===== src/rtl/simple_read_streamer_if.sv =====
// Bus bundle for simple_read_streamer: the read-request/response channel toward memory
// (m_*) and the outgoing data stream (s_*).
//   master : the streamer side (issues requests, receives beats, drives the stream)
//   slave  : the environment side (memory responder plus stream consumer)
interface simple_read_streamer_if #(
  parameter int unsigned AXI_ADDR_W = 32,
  parameter int unsigned AXI_DATA_W = 32,
  parameter int unsigned LEN_W      = 8
);
  logic                  m_rvalid_o;
  logic [AXI_ADDR_W-1:0] m_raddr_o;
  logic [LEN_W-1:0]      m_rlen_o;
  logic                  m_rready_i;
  logic [AXI_DATA_W-1:0] m_rdata_i;
  logic                  m_rlast_i;
  logic                  s_valid_o;
  logic                  s_ready_i;
  logic [AXI_DATA_W-1:0] s_data_o;
  logic                  s_last_o;

  modport master (
    output m_rvalid_o, m_raddr_o, m_rlen_o,
    input  m_rready_i, m_rdata_i, m_rlast_i,
    output s_valid_o, s_data_o, s_last_o,
    input  s_ready_i
  );

  modport slave (
    input  m_rvalid_o, m_raddr_o, m_rlen_o,
    output m_rready_i, m_rdata_i, m_rlast_i,
    input  s_valid_o, s_data_o, s_last_o,
    output s_ready_i
  );
endinterface


===== src/rtl/simple_read_streamer.sv =====
// Splits a byte-addressed read transfer into chunked requests, buffers the returned words
// in a first-word-fall-through FIFO and streams them out, flagging the final word.
// Ports:
//   clk_i, rst_i (async, active-high)
//   start_i, addr_i, total_len_i : transfer command
//   busy_o, done_o, overflow_o   : status (done_o is a one-cycle pulse, overflow_o sticky)
//   bus (master)                 : request channel m_* and output stream s_*
module simple_read_streamer #(
  parameter int unsigned AXI_ADDR_W  = 32,
  parameter int unsigned AXI_DATA_W  = 32,
  parameter int unsigned LEN_W       = 8,
  parameter int unsigned TOTAL_W     = 20,
  parameter int unsigned CHUNK_BYTES = 64,
  parameter int unsigned FIFO_LOG2   = 4
) (
  input  logic                  clk_i,
  input  logic                  rst_i,
  input  logic                  start_i,
  input  logic [AXI_ADDR_W-1:0] addr_i,
  input  logic [TOTAL_W-1:0]    total_len_i,
  output logic                  busy_o,
  output logic                  done_o,
  output logic                  overflow_o,
  simple_read_streamer_if.master bus
);

  localparam int unsigned BYTES      = AXI_DATA_W / 8;
  localparam int unsigned BYTE_SHIFT = $clog2(BYTES);
  localparam int unsigned DEPTH      = 2 ** FIFO_LOG2;
  localparam int unsigned CNT_W      = FIFO_LOG2 + 1;

  typedef enum logic [2:0] {StIdle, StWaitSpace, StReq, StRecv, StDrain} state_e;

  state_e                state_q;
  logic [AXI_ADDR_W-1:0] cur_addr_q;
  logic [TOTAL_W-1:0]    remaining_q;
  logic [TOTAL_W-1:0]    last_idx_q;
  logic [TOTAL_W-1:0]    word_out_q;
  logic                  busy_q;
  logic                  done_q;
  logic                  rvalid_q;
  logic [AXI_ADDR_W-1:0] raddr_q;
  logic [LEN_W-1:0]      rlen_q;

  logic [AXI_DATA_W-1:0] mem_q [DEPTH];
  logic [FIFO_LOG2-1:0]  wr_ptr_q;
  logic [FIFO_LOG2-1:0]  rd_ptr_q;
  logic [CNT_W-1:0]      cnt_q;
  logic                  overflow_q;

  logic [TOTAL_W-1:0]    chunk;
  logic [TOTAL_W:0]      chunk_words;
  logic [TOTAL_W:0]      total_words;
  logic [CNT_W-1:0]      free_entries;
  logic                  space_ok;
  logic                  fifo_empty;
  logic                  fifo_full;
  logic                  push_req;
  logic                  push;
  logic                  pop;
  logic                  last_word;

  always_comb begin
    chunk        = (remaining_q < TOTAL_W'(CHUNK_BYTES)) ? remaining_q : TOTAL_W'(CHUNK_BYTES);
    chunk_words  = ({1'b0, chunk} + (TOTAL_W + 1)'(BYTES - 1)) >> BYTE_SHIFT;
    total_words  = ({1'b0, total_len_i} + (TOTAL_W + 1)'(BYTES - 1)) >> BYTE_SHIFT;
    free_entries = CNT_W'(DEPTH) - cnt_q;
    space_ok     = 32'(chunk_words) <= 32'(free_entries);
    fifo_empty   = (cnt_q == '0);
    fifo_full    = (cnt_q == CNT_W'(DEPTH));
    // Beats are only meaningful while a request is outstanding; elsewhere they are dropped.
    push_req     = bus.m_rready_i && ((state_q == StReq) || (state_q == StRecv));
    push         = push_req && !fifo_full;
    pop          = !fifo_empty && bus.s_ready_i;
    last_word    = !fifo_empty && (word_out_q == last_idx_q);
  end

  assign busy_o         = busy_q;
  assign done_o         = done_q;
  assign overflow_o     = overflow_q;
  assign bus.m_rvalid_o = rvalid_q;
  assign bus.m_raddr_o  = raddr_q;
  assign bus.m_rlen_o   = rlen_q;
  assign bus.s_valid_o  = !fifo_empty;
  assign bus.s_data_o   = mem_q[rd_ptr_q];
  assign bus.s_last_o   = last_word;

  // Control FSM with registered outputs.
  always_ff @(posedge clk_i or posedge rst_i) begin
    if (rst_i) begin
      state_q     <= StIdle;
      cur_addr_q  <= '0;
      remaining_q <= '0;
      last_idx_q  <= '0;
      word_out_q  <= '0;
      busy_q      <= 1'b0;
      done_q      <= 1'b0;
      rvalid_q    <= 1'b0;
      raddr_q     <= '0;
      rlen_q      <= '0;
    end else begin
      done_q <= 1'b0;
      if (pop) begin
        word_out_q <= word_out_q + TOTAL_W'(1);
      end
      unique case (state_q)
        StIdle: begin
          if (start_i) begin
            if (total_len_i != '0) begin
              cur_addr_q  <= addr_i;
              remaining_q <= total_len_i;
              last_idx_q  <= TOTAL_W'(total_words - (TOTAL_W + 1)'(1));
              word_out_q  <= '0;
              busy_q      <= 1'b1;
              state_q     <= StWaitSpace;
            end else begin
              done_q <= 1'b1;
            end
          end
        end
        StWaitSpace: begin
          // Only request what the FIFO is guaranteed to absorb, since beats cannot stall.
          if (space_ok) begin
            rvalid_q <= 1'b1;
            raddr_q  <= cur_addr_q;
            rlen_q   <= LEN_W'(chunk);
            state_q  <= StReq;
          end
        end
        StReq, StRecv: begin
          if (bus.m_rready_i) begin
            rvalid_q <= 1'b0;
            if (bus.m_rlast_i) begin
              // remaining_q is untouched while a request is outstanding, so chunk still
              // equals the length that was issued.
              cur_addr_q  <= cur_addr_q + AXI_ADDR_W'(chunk);
              remaining_q <= remaining_q - chunk;
              state_q     <= (remaining_q == chunk) ? StDrain : StWaitSpace;
            end else begin
              state_q <= StRecv;
            end
          end
        end
        StDrain: begin
          if (pop && last_word) begin
            done_q  <= 1'b1;
            busy_q  <= 1'b0;
            state_q <= StIdle;
          end
        end
        default: state_q <= StIdle;
      endcase
    end
  end

  // FIFO storage needs no reset; validity is tracked by the pointers and count.
  always_ff @(posedge clk_i) begin
    if (push) begin
      mem_q[wr_ptr_q] <= bus.m_rdata_i;
    end
  end

  always_ff @(posedge clk_i or posedge rst_i) begin
    if (rst_i) begin
      wr_ptr_q   <= '0;
      rd_ptr_q   <= '0;
      cnt_q      <= '0;
      overflow_q <= 1'b0;
    end else begin
      if (push) begin
        wr_ptr_q <= wr_ptr_q + FIFO_LOG2'(1);
      end
      if (pop) begin
        rd_ptr_q <= rd_ptr_q + FIFO_LOG2'(1);
      end
      if (push && !pop) begin
        cnt_q <= cnt_q + CNT_W'(1);
      end else if (!push && pop) begin
        cnt_q <= cnt_q - CNT_W'(1);
      end
      if (push_req && fifo_full) begin
        overflow_q <= 1'b1;
      end
    end
  end

endmodule


===== src/flat_wrapper.sv =====
// flat-port wrapper written by rule: the top's interface ports become plain ports
module simple_read_streamer_flat 
#(
  parameter int unsigned AXI_ADDR_W  = 32,
  parameter int unsigned AXI_DATA_W  = 32,
  parameter int unsigned LEN_W       = 8,
  parameter int unsigned TOTAL_W     = 20,
  parameter int unsigned CHUNK_BYTES = 64,
  parameter int unsigned FIFO_LOG2   = 4
)
  (clk_i, rst_i, start_i, addr_i, total_len_i, busy_o, done_o, overflow_o, bus_m_rvalid_o, bus_m_raddr_o, bus_m_rlen_o, bus_m_rready_i, bus_m_rdata_i, bus_m_rlast_i, bus_s_valid_o, bus_s_data_o, bus_s_last_o, bus_s_ready_i);
  simple_read_streamer_if #(.AXI_ADDR_W(AXI_ADDR_W), .AXI_DATA_W(AXI_DATA_W), .LEN_W(LEN_W)) bus_i ();
  input  logic clk_i;
  input  logic rst_i;
  input  logic start_i;
  input  logic [AXI_ADDR_W-1:0] addr_i;
  input  logic [TOTAL_W-1:0] total_len_i;
  output logic busy_o;
  output logic done_o;
  output logic overflow_o;
  output wire logic [$bits(bus_i.m_rvalid_o)-1:0] bus_m_rvalid_o;
  output wire logic [$bits(bus_i.m_raddr_o)-1:0] bus_m_raddr_o;
  output wire logic [$bits(bus_i.m_rlen_o)-1:0] bus_m_rlen_o;
  input wire logic [$bits(bus_i.m_rready_i)-1:0] bus_m_rready_i;
  input wire logic [$bits(bus_i.m_rdata_i)-1:0] bus_m_rdata_i;
  input wire logic [$bits(bus_i.m_rlast_i)-1:0] bus_m_rlast_i;
  output wire logic [$bits(bus_i.s_valid_o)-1:0] bus_s_valid_o;
  output wire logic [$bits(bus_i.s_data_o)-1:0] bus_s_data_o;
  output wire logic [$bits(bus_i.s_last_o)-1:0] bus_s_last_o;
  input wire logic [$bits(bus_i.s_ready_i)-1:0] bus_s_ready_i;
  assign bus_m_rvalid_o = bus_i.m_rvalid_o;
  assign bus_m_raddr_o = bus_i.m_raddr_o;
  assign bus_m_rlen_o = bus_i.m_rlen_o;
  assign bus_i.m_rready_i = bus_m_rready_i;
  assign bus_i.m_rdata_i = bus_m_rdata_i;
  assign bus_i.m_rlast_i = bus_m_rlast_i;
  assign bus_s_valid_o = bus_i.s_valid_o;
  assign bus_s_data_o = bus_i.s_data_o;
  assign bus_s_last_o = bus_i.s_last_o;
  assign bus_i.s_ready_i = bus_s_ready_i;
  simple_read_streamer #(.AXI_ADDR_W(AXI_ADDR_W), .AXI_DATA_W(AXI_DATA_W), .LEN_W(LEN_W), .TOTAL_W(TOTAL_W), .CHUNK_BYTES(CHUNK_BYTES), .FIFO_LOG2(FIFO_LOG2)) u_core (.clk_i(clk_i), .rst_i(rst_i), .start_i(start_i), .addr_i(addr_i), .total_len_i(total_len_i), .busy_o(busy_o), .done_o(done_o), .overflow_o(overflow_o), .bus(bus_i));
endmodule

===== config.mk =====
export PLATFORM = sky130hd
export DESIGN_NAME = simple_read_streamer_flat
export DESIGN_NICKNAME = d
export VERILOG_FILES = /design/src/rtl/simple_read_streamer_if.sv /design/src/rtl/simple_read_streamer.sv /design/src/flat_wrapper.sv
export SDC_FILE = /design/constraint.sdc
export NUM_CORES = 1
export LEC_CHECK = 0
export ABC_AREA = 1
export CORE_MARGIN = 2
export CORE_UTILIZATION = 50
export CTS_CLUSTER_DIAMETER = 100
export CTS_CLUSTER_SIZE = 25
export DETAILED_ROUTE_END_ITERATION = 8
export PLACE_DENSITY = 0.71
export SYNTH_ARGS = -nofsm -noshare
export SYNTH_HDL_FRONTEND = slang
export SYNTH_SLANG_ARGS = --single-unit

===== constraint.sdc =====
create_clock -name clk_i -period 4.57 [get_ports clk_i]
set_input_delay 0.6855 -clock clk_i [delete_from_list [all_inputs] [get_ports clk_i]]
set_output_delay 0.6855 -clock clk_i [all_outputs]
set_load 0.02 [all_outputs]

# Yosys cells after proc, flatten, opt, wreduce, memory -nomap -nowiden

Memories as Yosys holds them, arrays and structs flattened.
Index checks and enable logic that the tools add are counted.

Flip-flop bits (word level): 152
Memories kept: 1
Memory bits (writable): 512
Output and inout port bits: 78
Logic and storage cells: 106
Bits of input ports: 90

Memories:

| memory       | depth | bits a word | rd ports | clocked after memory_dff | write ports | RTL line                   | text |
|---|---|---|---|---|---|---|---|
| u_core.mem_q | 16    | 32          | 1        | 0                        | 1           | simple_read_streamer.sv:45 | `logic [AXI_DATA_W-1:0] mem_q [DEPTH];` |

Equal/unequal tests: 13
Add/subtract/negate cells: 11
$lt $le $gt $ge: 2
Muxes and demuxes: 38
Reduce and logical (&&, ||, !) cells: 27

Operators by type and width:

| operator                                                                       | number |
|---|---|
| 20-bit two-way mux                                                             | 9 |
| 32-bit two-way mux                                                             | 4 |
| 32-bit case mux with 2 select lines                                            | 1 |
| 20-bit by 2-bit adder with 21-bit output (second input constant)               | 2 |
| 20-bit == test                                                                 | 2 |
| 20-bit case mux with 2 select lines                                            | 1 |
| 32-bit by 20-bit adder with 32-bit output                                      | 1 |
| 3-bit two-way mux                                                              | 7 |
| 20-bit by 1-bit adder with 20-bit output (second input constant)               | 1 |
| 20-bit by 7-bit less-than comparator with 1-bit output (second input constant) | 1 |
| 20-bit nonzero test                                                            | 1 |
| 19-bit by 1-bit subtractor with 20-bit output (second input constant)          | 1 |
| 20-bit subtractor                                                              | 1 |
| 19-bit by 5-bit less-or-equal comparator with 1-bit output                     | 1 |
| 3-bit case mux with 4 select lines                                             | 1 |
| 1-bit two-way mux                                                              | 10 |
| 5-bit two-way mux                                                              | 2 |
| 5-bit AND reduction                                                            | 2 |
| 4-bit by 1-bit adder with 4-bit output (second input constant)                 | 2 |
| 1-bit logical AND                                                              | 8 |
| 2-bit nonzero test                                                             | 4 |
| 3-bit by 2-bit == test with 1-bit output (second input constant)               | 2 |
| 2-bit by 1-bit inequality test with 1-bit output (second input constant)       | 3 |
| 2-bit inequality test (second input constant)                                  | 3 |
| 15 further kinds                                                               | 21 |

# Logic depth before layout (Yosys ltp)

Gate-level depths: netlist of the first run.

Word-level depth: 8
Gate-level depth with buffers: 21
Depth with buffers taken out: 21

# Worst setup path before layout of the first run

Ideal clock, no wire load.

Path type: reg-to-reg
From: register u_core.cnt_q[0]
To: memory u_core.mem_q[11][0] (enable)
Buffers on the path: 0
Slack: 527 ps
Arrival: 3,581 ps
Data required time: 4,109 ps
Setup time: 461 ps
Clock period less this slack: 4,043 ps
Stages on the path, launching flop included: 9
Path through: dfrtp_1 inv_1 ha_1 nand2_1 nor2_1 ha_1 nor2_2 inv_1 nor3_1

Longest elaborated chain between the ends: 5

RTL lines:

| element                                 | RTL line                    | text |
|---|---|---|
| start, declared                         | simple_read_streamer.sv:48  | `logic [CNT_W-1:0] cnt_q;` |
| start signal, assigned                  | simple_read_streamer.sv:177 | `cnt_q <= cnt_q + CNT_W'(1);` |
| start signal, assigned                  | simple_read_streamer.sv:179 | `cnt_q <= cnt_q - CNT_W'(1);` |
| 5-bit == test                           | simple_read_streamer.sv:70  | `fifo_full = (cnt_q == CNT_W'(DEPTH));` |
| 1-bit logical NOT                       | simple_read_streamer.sv:73  | `push = push_req && !fifo_full;` |
| 1-bit logical AND                       | simple_read_streamer.sv:73  |  |
| net u_core.push                         | simple_read_streamer.sv:59  | `logic push;` |
| 1-bit two-way mux                       | simple_read_streamer.sv:158 | `if (push) begin` |
| 1-bit two-way mux (not written as such) | simple_read_streamer.sv:159 | `mem_q[wr_ptr_q] <= bus.m_rdata_i;` |
| end, declared                           | simple_read_streamer.sv:45  |  |

The timed path passes the listed nets, and every way through them passes these cells.

# Final worst setup path of the first run

From: register u_core.rd_ptr_q[2]
To: output port bus_s_data_o[5]

Longest elaborated chain between the ends: 1

RTL lines:

| element                | RTL line                    | text |
|---|---|---|
| start, declared        | simple_read_streamer.sv:47  | `logic [FIFO_LOG2-1:0] rd_ptr_q;` |
| start signal, assigned | simple_read_streamer.sv:174 | `rd_ptr_q <= rd_ptr_q + FIFO_LOG2'(1);` |
| memory 16 x 32 bit     | n/a                         |  |
| end, declared          | flat_wrapper.sv:28          | `output wire logic [$bits(bus_i.s_data_o)-1:0] bus_s_data_o;` |

Every way passes these cells.

==> results of run 1 <==
Yosys cell counts, types with 6 or more instances:
library cell / n / area, um^2
a21oi_1: 195 / 976
buf_1: 10 / 37.5
buf_2: 35 / 175
buf_6: 8 / 90.1
clkbuf_1: 73 / 274
dfrtp_1: 152 / 3800
edfxtp_1: 512 / 15400
ha_1: 40 / 500
inv_1: 309 / 1160
mux2i_1: 128 / 1280
nand2_1: 439 / 1650
nand2_2: 18 / 113
nand2_4: 6 / 67.6
nand3_1: 134 / 671
nand4_1: 24 / 150
nor2_1: 178 / 668
nor2_2: 6 / 37.5
nor2_4: 11 / 124
nor3_1: 18 / 90.1
nor4_1: 8 / 50.1
o211ai_1: 139 / 1040
o21ai_0: 263 / 1320
o21ai_1: 12 / 60.1
o22ai_1: 9 / 56.3
or2_2: 7 / 43.8
xnor2_1: 13 / 114
xor2_1: 41 / 359
power breakdown:
group | switching [mW] | internal [mW]
combinational | 5.67 | 3.20
sequential | 0.663 | 7.28
clock | 1.93 | 1.57
total | 8.26 | 12.0
cells by family (layout without fill, tap and decap cells):
logic type	count (synthesis)	count (layout)	share of synthesized area (%)
AND/OR/NAND/NOR	862	862	12.4
adder cells (fa/ha/maj)	42	42	1.76
XOR/XNOR	54	54	1.54
other	2	14	0.0245
buffers and inverters	443	577	5.82
AO/OA/AOI/OAI	635	635	11.7
multiplexers	128	128	4.18
flip-flops	664	664	62.6
per-layer routing:
metal  vias up  share of wire, %  GRT usage (%)
met1     10400                42           32.9
met5         -             0.071              0
met2       708                49           40.3
li1      10100                 -              -
met3       135               6.2           3.59
met4         8               3.0           8.32
state kept, by name (all words and copies together), names as in the netlist, 5 cells and up:
| signal | cells |
|---|---|
| u_core.cur_addr_q | 32 |
| u_core.word_out_q | 20 |
| u_core.remaining_q | 20 |
| u_core.cnt_q | 5 |
| u_core.last_idx_q | 20 |
| u_core.bus.m_rlen_o | 8 |
| u_core.bus.m_raddr_o | 32 |
| u_core.mem_q | 512 |
through the flow:
stage               cells  util, %
CTS                  3758     57.0
finish               3758     57.0
global route         3758     57.0
global placement     3709     55.2
floorplan            2842        -
detailed placement   3709     55.2
cell type report:
cell class,instances,area [um^2]
clock buffer,40,905
clock inverter,9,161
fill,5019,26000
inverter,314,1180
multi-input combinational,1735,9860
sequential,664,19200
tap,782,978
timing repair buffer,214,2200
path summary, 6_finish.rpt:
check | end | depth (start not counted) | startpoint | slack [ns]
worst max-delay path | bus_s_data_o[5] | 5 | u_core.rd_ptr_q[2] | 0.57
worst min-delay path | u_core.overflow_o | 1 | u_core.overflow_o | 0.49
worst max register to register | u_core.cur_addr_q[22] | 20 | u_core.remaining_q[10] | 0.89
worst min register to register | u_core.overflow_o | 1 | u_core.overflow_o | 0.49
max in group asynchronous | u_core.rd_ptr_q[1] | 3 | rst_i | 3.47
min in group asynchronous | u_core.bus.m_raddr_o[28] | 3 | rst_i | 0.56
==> impl_metrics.env, run 1 <==
export IMPL_outcome="complete, no violations"
export IMPL_cp_start_kind="flop"
export IMPL_critPathKind="flop to output pin"
export IMPL_synth_area_um2=30600
export IMPL_synth_cells=2830
export IMPL_drv_slew=0
export IMPL_post_route_cell_area_um2=34500
export IMPL_hp_class="flop to flop"
export IMPL_drive_gt1_share_pct=5.98
export IMPL_start_util_pct=50.7
export IMPL_grt_pass1_vias=21000
export IMPL_core_area_um2=60500
export IMPL_mostFrequentLayoutCells="edfxtp_1, nand2_1, inv_1"
export IMPL_period_share_pct=87.5
export IMPL_setup_slack_ns=0.573
export IMPL_vdd_ir_drop_max_mv=0.510
export IMPL_port_buffers=167
export IMPL_first_iter_violations=2001
export IMPL_clk_latency_ns=0.59
export IMPL_avgSynthCellArea_um2=10.8
export IMPL_yosysSeqAreaShare_pct=62.6
export IMPL_die_y_um=252
export IMPL_critPathMaxFanout=66
export IMPL_tritoncts="yes"
export IMPL_crit_buf_inv=2
export IMPL_hold_violations=0
export IMPL_tns_ns=0
export IMPL_viasPerCell=5.68
export IMPL_path_cells="buf_4, o211ai_1, nand3_1, nand2_1, clkdlybuf4s50_1"
export IMPL_gp_congestion=0.926
export IMPL_hpwlAfterDp_mm=47.8
export IMPL_cp_end_kind="output pin"
export IMPL_clockBufferDepth=3
export IMPL_die_w_um=252
export IMPL_power_density_nw_per_um2=589
export IMPL_synth_enable_flop_cells=512
export IMPL_dr_pass1_iters=5
export IMPL_finalSetupViolCount=0
export IMPL_synth_flop_cell="edfxtp_1"
export IMPL_htree_levels=2
export IMPL_worst_slew_pin_slew_ns=0.992
export IMPL_place_ws_ns=0.997
export IMPL_cts_resized_gates=0
export IMPL_overflow=0
export IMPL_num_antenna_cells=0
export IMPL_slowest_delay_ns=0.83
export IMPL_fin_skew_ns=0.0206
export IMPL_postPlaceCellArea_um2=33400
export IMPL_fin_nets=3095
export IMPL_cts_hold_buf=0
export IMPL_p_leak_nw=13.4
export IMPL_post_route_drc_count=0
export IMPL_final_common_cell="edfxtp_1"
export IMPL_numClockSinks=664
export IMPL_path_clk_slew_ns=0.10
export IMPL_synth_seq_cells=664
export IMPL_drv_cap=0
export IMPL_drtAntennaViolNets=0
export IMPL_root_buffer="clkbuf_16"
export IMPL_dieArea_um2=63300
export IMPL_slew_headroom_pct=33.9
export IMPL_rsz0062_at_grt="no"
export IMPL_grt_max_degree=131
export IMPL_area_delta_synth_final_pct=12.5
export IMPL_grt_first_pass_wirelength_mm=119
export IMPL_synth_cell_types=51
export IMPL_max_freq_mhz=250
export IMPL_cts_made_buffers=34
export IMPL_slowest_stage="buf_4"
export IMPL_crit_required_ns=3.88
export IMPL_grt_usage_pct=24.3
export IMPL_yosys_warnings=0
export IMPL_crit_arrival_ns=3.31
export IMPL_pin_count=168
export IMPL_synthArstFlopShare_pct=22.9
export IMPL_total_power_mw=20.3
export IMPL_whs_ns=0.487
export IMPL_rows=90
export IMPL_wl_per_cell_um=20.5
export IMPL_post_route_min_period_ns=4.00
export IMPL_cpLargestDelayFamily="buffers and inverters"
export IMPL_postRouteWirelength_mm=77.2
export IMPL_postCtsSetupBuffers=0
export IMPL_vias=21300
export IMPL_antenna_found_initial=4
(Power assumes the default switching activity.)
==> run 2: changes to the inputs <==
--- a/config.mk
+++ b/config.mk
@@ -6,7 +6,8 @@
 export NUM_CORES = 1
 export LEC_CHECK = 0
 export ABC_AREA = 1
-export CORE_MARGIN = 2
+export CAP_MARGIN = 0
+export CORE_MARGIN = 4
 export CORE_UTILIZATION = 50
 export CTS_CLUSTER_DIAMETER = 100
 export CTS_CLUSTER_SIZE = 25
==> run 2 against run 1 <==
Critical path type unchanged. Clock skew increased by 0.028 ns. Combinational power shrank 0.9%. Highest routed layer is now met4. Clock-buffer cell count fell by 3. Largest cell class unchanged. Final area about the same. Sequential power barely moved. Register-to-register slack worse by 0.14 ns. Global-route usage shrank 1.5 points. Fmax is 0.53% higher. Sequential share of layout area is essentially flat. Largest power group unchanged. Sequential cell count did not move. Critical endpoint is now bus_s_data_o[17]. Final cell count decreased by 0.11%.
==> impl_metrics.env, run 2 (synthesized netlist as in run 1, its figures left out) <==
export IMPL_outcome="complete, no violations"
export IMPL_postRouteWirelength_mm=76.1
export IMPL_vias=21300
export IMPL_p_leak_nw=13.4
export IMPL_crit_required_ns=3.88
export IMPL_met3_usage_pct=3.56
export IMPL_path_clk_slew_ns=0.10
export IMPL_critPathKind="flop to output pin"
export IMPL_critPathMaxFanout=51
export IMPL_slew_headroom_pct=21.3
export IMPL_die_y_um=256
export IMPL_first_iter_violations=1934
export IMPL_rsz0062_at_grt="no"
export IMPL_setup_slack_ns=0.594
export IMPL_hpwlAfterDp_mm=47.1
export IMPL_grt_pass1_vias=20600
export IMPL_dpl_cell_count=3705
export IMPL_port_buffers=167
export IMPL_period_share_pct=87.0
export IMPL_wl_per_cell_um=20.3
export IMPL_rr_worst_depth=20
export IMPL_dr_pass1_iters=7
export IMPL_max_freq_mhz=252
export IMPL_seqPwrFrac_pct=39.5
export IMPL_cpLargestDelayFamily="buffers and inverters"
export IMPL_clkPwrFrac_pct=16.9
export IMPL_p_switching_mw=8.19
export IMPL_crit_buf_inv=3
export IMPL_mostFrequentLayoutCells="edfxtp_1, nand2_1, inv_1"
export IMPL_core_area_um2=60500
export IMPL_viasPerCell=5.67
export IMPL_intPower_mw=12.0
export IMPL_gp_congestion=0.901
export IMPL_worst_slew_pin_slew_ns=1.18
export IMPL_swShare_pct=40.7
export IMPL_path_common_cell="o211ai_1"
export IMPL_busiest_layer="met2"
export IMPL_cp_end_kind="output pin"
export IMPL_cp_start_kind="flop"
export IMPL_grt_max_degree=153
export IMPL_post_route_min_period_ns=3.98
export IMPL_postCtsSetupBuffers=0
export IMPL_rows=90
export IMPL_cts_resized_gates=0
export IMPL_dieArea_um2=65300
export IMPL_drtAntennaViolNets=0
export IMPL_slowest_stage="dfrtp_4"
export IMPL_path_cells="inv_4, buf_4, o211ai_1, o211ai_1, nand2_1, clkdlybuf4s50_1"
export IMPL_area_delta_synth_final_pct=12.5
export IMPL_clockBufferDepth=3
export IMPL_antenna_found_initial=2
export IMPL_grt_first_pass_wirelength_mm=118
export IMPL_globalRouteMet2Util_pct=38.6
export IMPL_numClockSinks=664
export IMPL_root_buffer="clkbuf_16"
export IMPL_slowest_delay_ns=0.92
export IMPL_largest_register_ffs=512
export IMPL_final_cells=3754
export IMPL_hold_violations=0
export IMPL_crit_arrival_ns=3.29
export IMPL_cts_hold_buf=0
export IMPL_p_comb_share_pct=43.6
export IMPL_fin_skew_ns=0.0487
export IMPL_place_ws_ns=0.840
export IMPL_die_w_um=256
export IMPL_drv_slew=0
export IMPL_fin_nets=3091
export IMPL_hold_path_depth=1
export IMPL_start_util_pct=50.7
export IMPL_whs_ns=0.481
export IMPL_finalSetupViolCount=0
export IMPL_clk_latency_ns=0.61
export IMPL_cts_made_buffers=34
export IMPL_post_route_drc_count=0
export IMPL_cp_depth=6
export IMPL_regMostFlops="u_core.mem_q"
export IMPL_tritoncts="yes"
export IMPL_use_met1_pct=31.0
export IMPL_overflow=0
export IMPL_final_common_cell="edfxtp_1"
export IMPL_tns_ns=0
export IMPL_grt_usage_pct=22.8
export IMPL_drv_cap=0
export IMPL_hp_class="flop to flop"
export IMPL_pin_count=168
export IMPL_drive_gt1_share_pct=5.86
export IMPL_vdd_ir_drop_max_mv=0.390
export IMPL_htree_levels=2
export IMPL_power_density_nw_per_um2=585
## run 2: changes by cell type in the layout (fill, tap and decap cells not counted), sizes merged
cell / before / now
clkbuf: 40 / 37
inv: 313 / 318
clkinv: 6 / 3
diode: 0 / 2
bufinv: 2 / 1
buf: 47 / 43
## run 2: power by group through the flow
stage | registers [mW] | logic (mW) | clock network (mW)
after floorplan | 7.93 | 5.86 | 0
after global placement | 8.06 | 8.56 | 0
after detailed placement | 8.09 | 8.73 | 0
after CTS | 7.96 | 8.77 | 3.49
after global routing | 8.05 | 9.69 | 3.73
final | 7.96 | 8.78 | 3.41
## run 2: stage by stage
step                util, %  total power, mW  instance area (um^2)
finish                 57.0             20.2                 34500
global route           57.0             21.5                 34500
CTS                    57.0             20.2                 34500
detailed placement     55.3             16.8                 33400
global placement       55.3             16.6                 33400
floorplan                 -             13.8                 30700
## run 2: metal layers
metal  wire, um  part of all wire [%]
met1      32400                    43
met2      37400                    49
met3       4510                   5.9
met4       1810                   2.4
met5          0                     0
## run 2: area by class of cell
class / count / area [um^2]
clock buffer: 37 / 862
antenna: 2 / 5.00
timing repair buffer: 210 / 2230
clock inverter: 10 / 155
multi-input combinational: 1735 / 9860
tap: 782 / 978
fill: 4988 / 26000
sequential: 664 / 19200
inverter: 314 / 1180
## run 2: path summary, 6_finish.rpt
kind	slack, ns	startpoint	to
setup / recovery	0.59	u_core.rd_ptr_q[1]	bus_s_data_o[17]
hold / removal	0.48	u_core.overflow_o	u_core.overflow_o
setup reg to reg	0.75	u_core.remaining_q[10]	u_core.bus.m_raddr_o[14]
hold reg to reg	0.48	u_core.overflow_o	u_core.overflow_o
max in group asynchronous	3.13	rst_i	u_core.rd_ptr_q[0]
min in group asynchronous	0.64	rst_i	u_core.cur_addr_q[31]
==> run 3: changes to the inputs <==
--- a/config.mk
+++ b/config.mk
@@ -9,6 +9,7 @@
 export CAP_MARGIN = 0
 export CORE_MARGIN = 4
 export CORE_UTILIZATION = 50
+export CTS_BUF_LIST = sky130_fd_sc_hd__clkbuf_8
 export CTS_CLUSTER_DIAMETER = 100
 export CTS_CLUSTER_SIZE = 25
 export DETAILED_ROUTE_END_ITERATION = 8
==> run 3 against run 2 <==
Clock skew increased by 0.026 ns. Largest power group unchanged. Clock-buffer cell count decreased by 3. Fmax decreased by 1.9%. Critical path type unchanged. Sequential cell count unchanged. Critical endpoint unchanged.
==> impl_metrics.env, run 3 (synthesized netlist as in run 1, its figures left out) <==
export IMPL_outcome="complete, no violations"
export IMPL_regMostFlops="u_core.mem_q"
export IMPL_slew_headroom_pct=22.1
export IMPL_first_iter_violations=1867
export IMPL_hpwlAfterDp_mm=47.1
export IMPL_intPower_mw=11.3
export IMPL_vias=21200
export IMPL_postCtsSetupBuffers=0
export IMPL_drive_gt1_share_pct=5.86
export IMPL_dieArea_um2=65300
export IMPL_vdd_ir_drop_max_mv=0.367
export IMPL_wl_met1_mm=32.3
export IMPL_rows=90
export IMPL_pin_count=168
export IMPL_die_y_um=256
export IMPL_critPathKind="flop to output pin"
export IMPL_clk_latency_ns=0.68
export IMPL_p_comb_share_pct=45.3
export IMPL_setup_slack_ns=0.519
export IMPL_drtAntennaViolNets=0
export IMPL_period_share_pct=88.6
export IMPL_cp_end_kind="output pin"
export IMPL_gp_congestion=0.901
export IMPL_route_met2_wl_mm=37.3
export IMPL_p_switching_mw=8.07
export IMPL_cts_made_buffers=34
export IMPL_crit_arrival_ns=3.37
export IMPL_cts_resized_gates=0
export IMPL_wl_met3_mm=4.49
export IMPL_drv_cap=0
export IMPL_grt_usage_pct=22.7
export IMPL_grt_max_degree=153
export IMPL_critPathMaxFanout=51
export IMPL_start_util_pct=50.7
export IMPL_mostFrequentLayoutCells="edfxtp_1, nand2_1, inv_1"
export IMPL_fill_cells=5039
export IMPL_htree_levels=2
export IMPL_cts_hold_buf=0
export IMPL_postRouteWirelength_mm=75.9
export IMPL_hold_violations=0
export IMPL_die_w_um=256
export IMPL_tritoncts="yes"
export IMPL_grt_first_pass_wirelength_mm=118
export IMPL_dr_pass1_iters=6
export IMPL_crit_required_ns=3.88
export IMPL_hp_class="flop to flop"
export IMPL_rsz0062_at_grt="no"
export IMPL_place_ws_ns=0.840
export IMPL_overflow=0
export IMPL_post_route_drc_count=0
export IMPL_wl_per_cell_um=20.2
export IMPL_p_leak_nw=13.2
export IMPL_power_density_nw_per_um2=568
export IMPL_port_buffers=167
export IMPL_final_common_cell="edfxtp_1"
export IMPL_post_route_min_period_ns=4.05
export IMPL_root_buffer="clkbuf_8"
export IMPL_seqPwrFrac_pct=41.2
export IMPL_tns_ns=0
export IMPL_max_freq_mhz=247
export IMPL_top_layer="met5"
export IMPL_core_area_um2=60500
export IMPL_finalSetupViolCount=0
export IMPL_path_clk_slew_ns=0.15
export IMPL_grt_pass1_vias=20600
export IMPL_clockBufferDepth=3
export IMPL_antenna_found_initial=3
export IMPL_drv_slew=0
export IMPL_area_delta_synth_final_pct=11.1
export IMPL_cp_start_kind="flop"
export IMPL_numClockSinks=664
export IMPL_fin_skew_ns=0.0751
export IMPL_worst_slew_pin_slew_ns=1.17
export IMPL_swShare_pct=41.7
export IMPL_fin_nets=3091
export IMPL_viasPerCell=5.64
export IMPL_clkPwrFrac_pct=13.5
export IMPL_largest_register_ffs=512
## run 3: cell count changes in the layout (fill, tap and decap cells not counted), sizes merged
cell,previous run,this run
clkbuf,37,34
inv,318,320
clkinvlp,2,3
## run 3: path summary, 6_finish.rpt
| kind | startpoint | end | slack, ns | cells past startpoint |
|---|---|---|---|---|
| worst max-delay path | u_core.rd_ptr_q[1] | bus_s_data_o[17] | 0.52 | 6 |
| worst min-delay path | u_core.overflow_o | u_core.overflow_o | 0.49 | 1 |
| worst max register to register | u_core.remaining_q[10] | u_core.bus.m_raddr_o[14] | 0.74 | 20 |
| worst min register to register | u_core.overflow_o | u_core.overflow_o | 0.49 | 1 |
| max in group asynchronous | rst_i | u_core.rd_ptr_q[0] | 3.18 | 3 |
| min in group asynchronous | rst_i | u_core.cur_addr_q[31] | 0.54 | 3 |
## run 3: through the flow
step           area (um^2)  std cells  utilization [%]  total power [mW]  hold WS, ns
2_1_floorplan        30700       2842                -              13.8        0.464
3_3_place_gp         33400       3705             55.3              16.6        0.460
3_5_place_dp         33400       3705             55.3              16.8        0.459
4_1_cts              34100       3752             56.3              19.4        0.494
5_1_grt              34100       3752             56.3              20.7        0.520
6_report             34100       3754             56.3              19.3        0.492
## run 3: layer usage
metal | vias to the layer above | GRT usage (%)
li1 | 10100 | -
met1 | 10400 | 31.1
met2 | 623 | 38.5
met3 | 109 | 3.37
met4 | 2 | 5.68
met5 | - | 0
## run 3: final cells by class
type | count | area [um^2] | share of cell area (%)
diodes | 2 | 5.00 | 0.0147
clock buffers | 34 | 468 | 1.37
clock inverters | 13 | 143 | 0.419
inverters | 314 | 1180 | 3.48
multi-input cells | 1735 | 9860 | 28.9
flip-flops and latches | 664 | 19200 | 56.3
well taps | 782 | 978 | 2.87
repair buffers | 210 | 2230 | 6.55
## run 3: worst max-delay path: stages, from the launching register on
cell and delay [ns]:
dfrtp_4 0.93, inv_4 0.24, buf_4 0.33, o211ai_1 0.22, o211ai_1 0.12, nand2_1 0.21
clkdlybuf4s50_1 0.64
## run 3: power groups by stage
| stage | clock network (mW) | logic, mW | registers, mW |
|---|---|---|---|
| after floorplan | 0 | 5.86 | 7.93 |
| after global placement | 0 | 8.56 | 8.06 |
| after detailed placement | 0 | 8.73 | 8.09 |
| after CTS | 2.69 | 8.77 | 7.96 |
| after global routing | 2.92 | 9.69 | 8.05 |
| final | 2.62 | 8.77 | 7.96 |
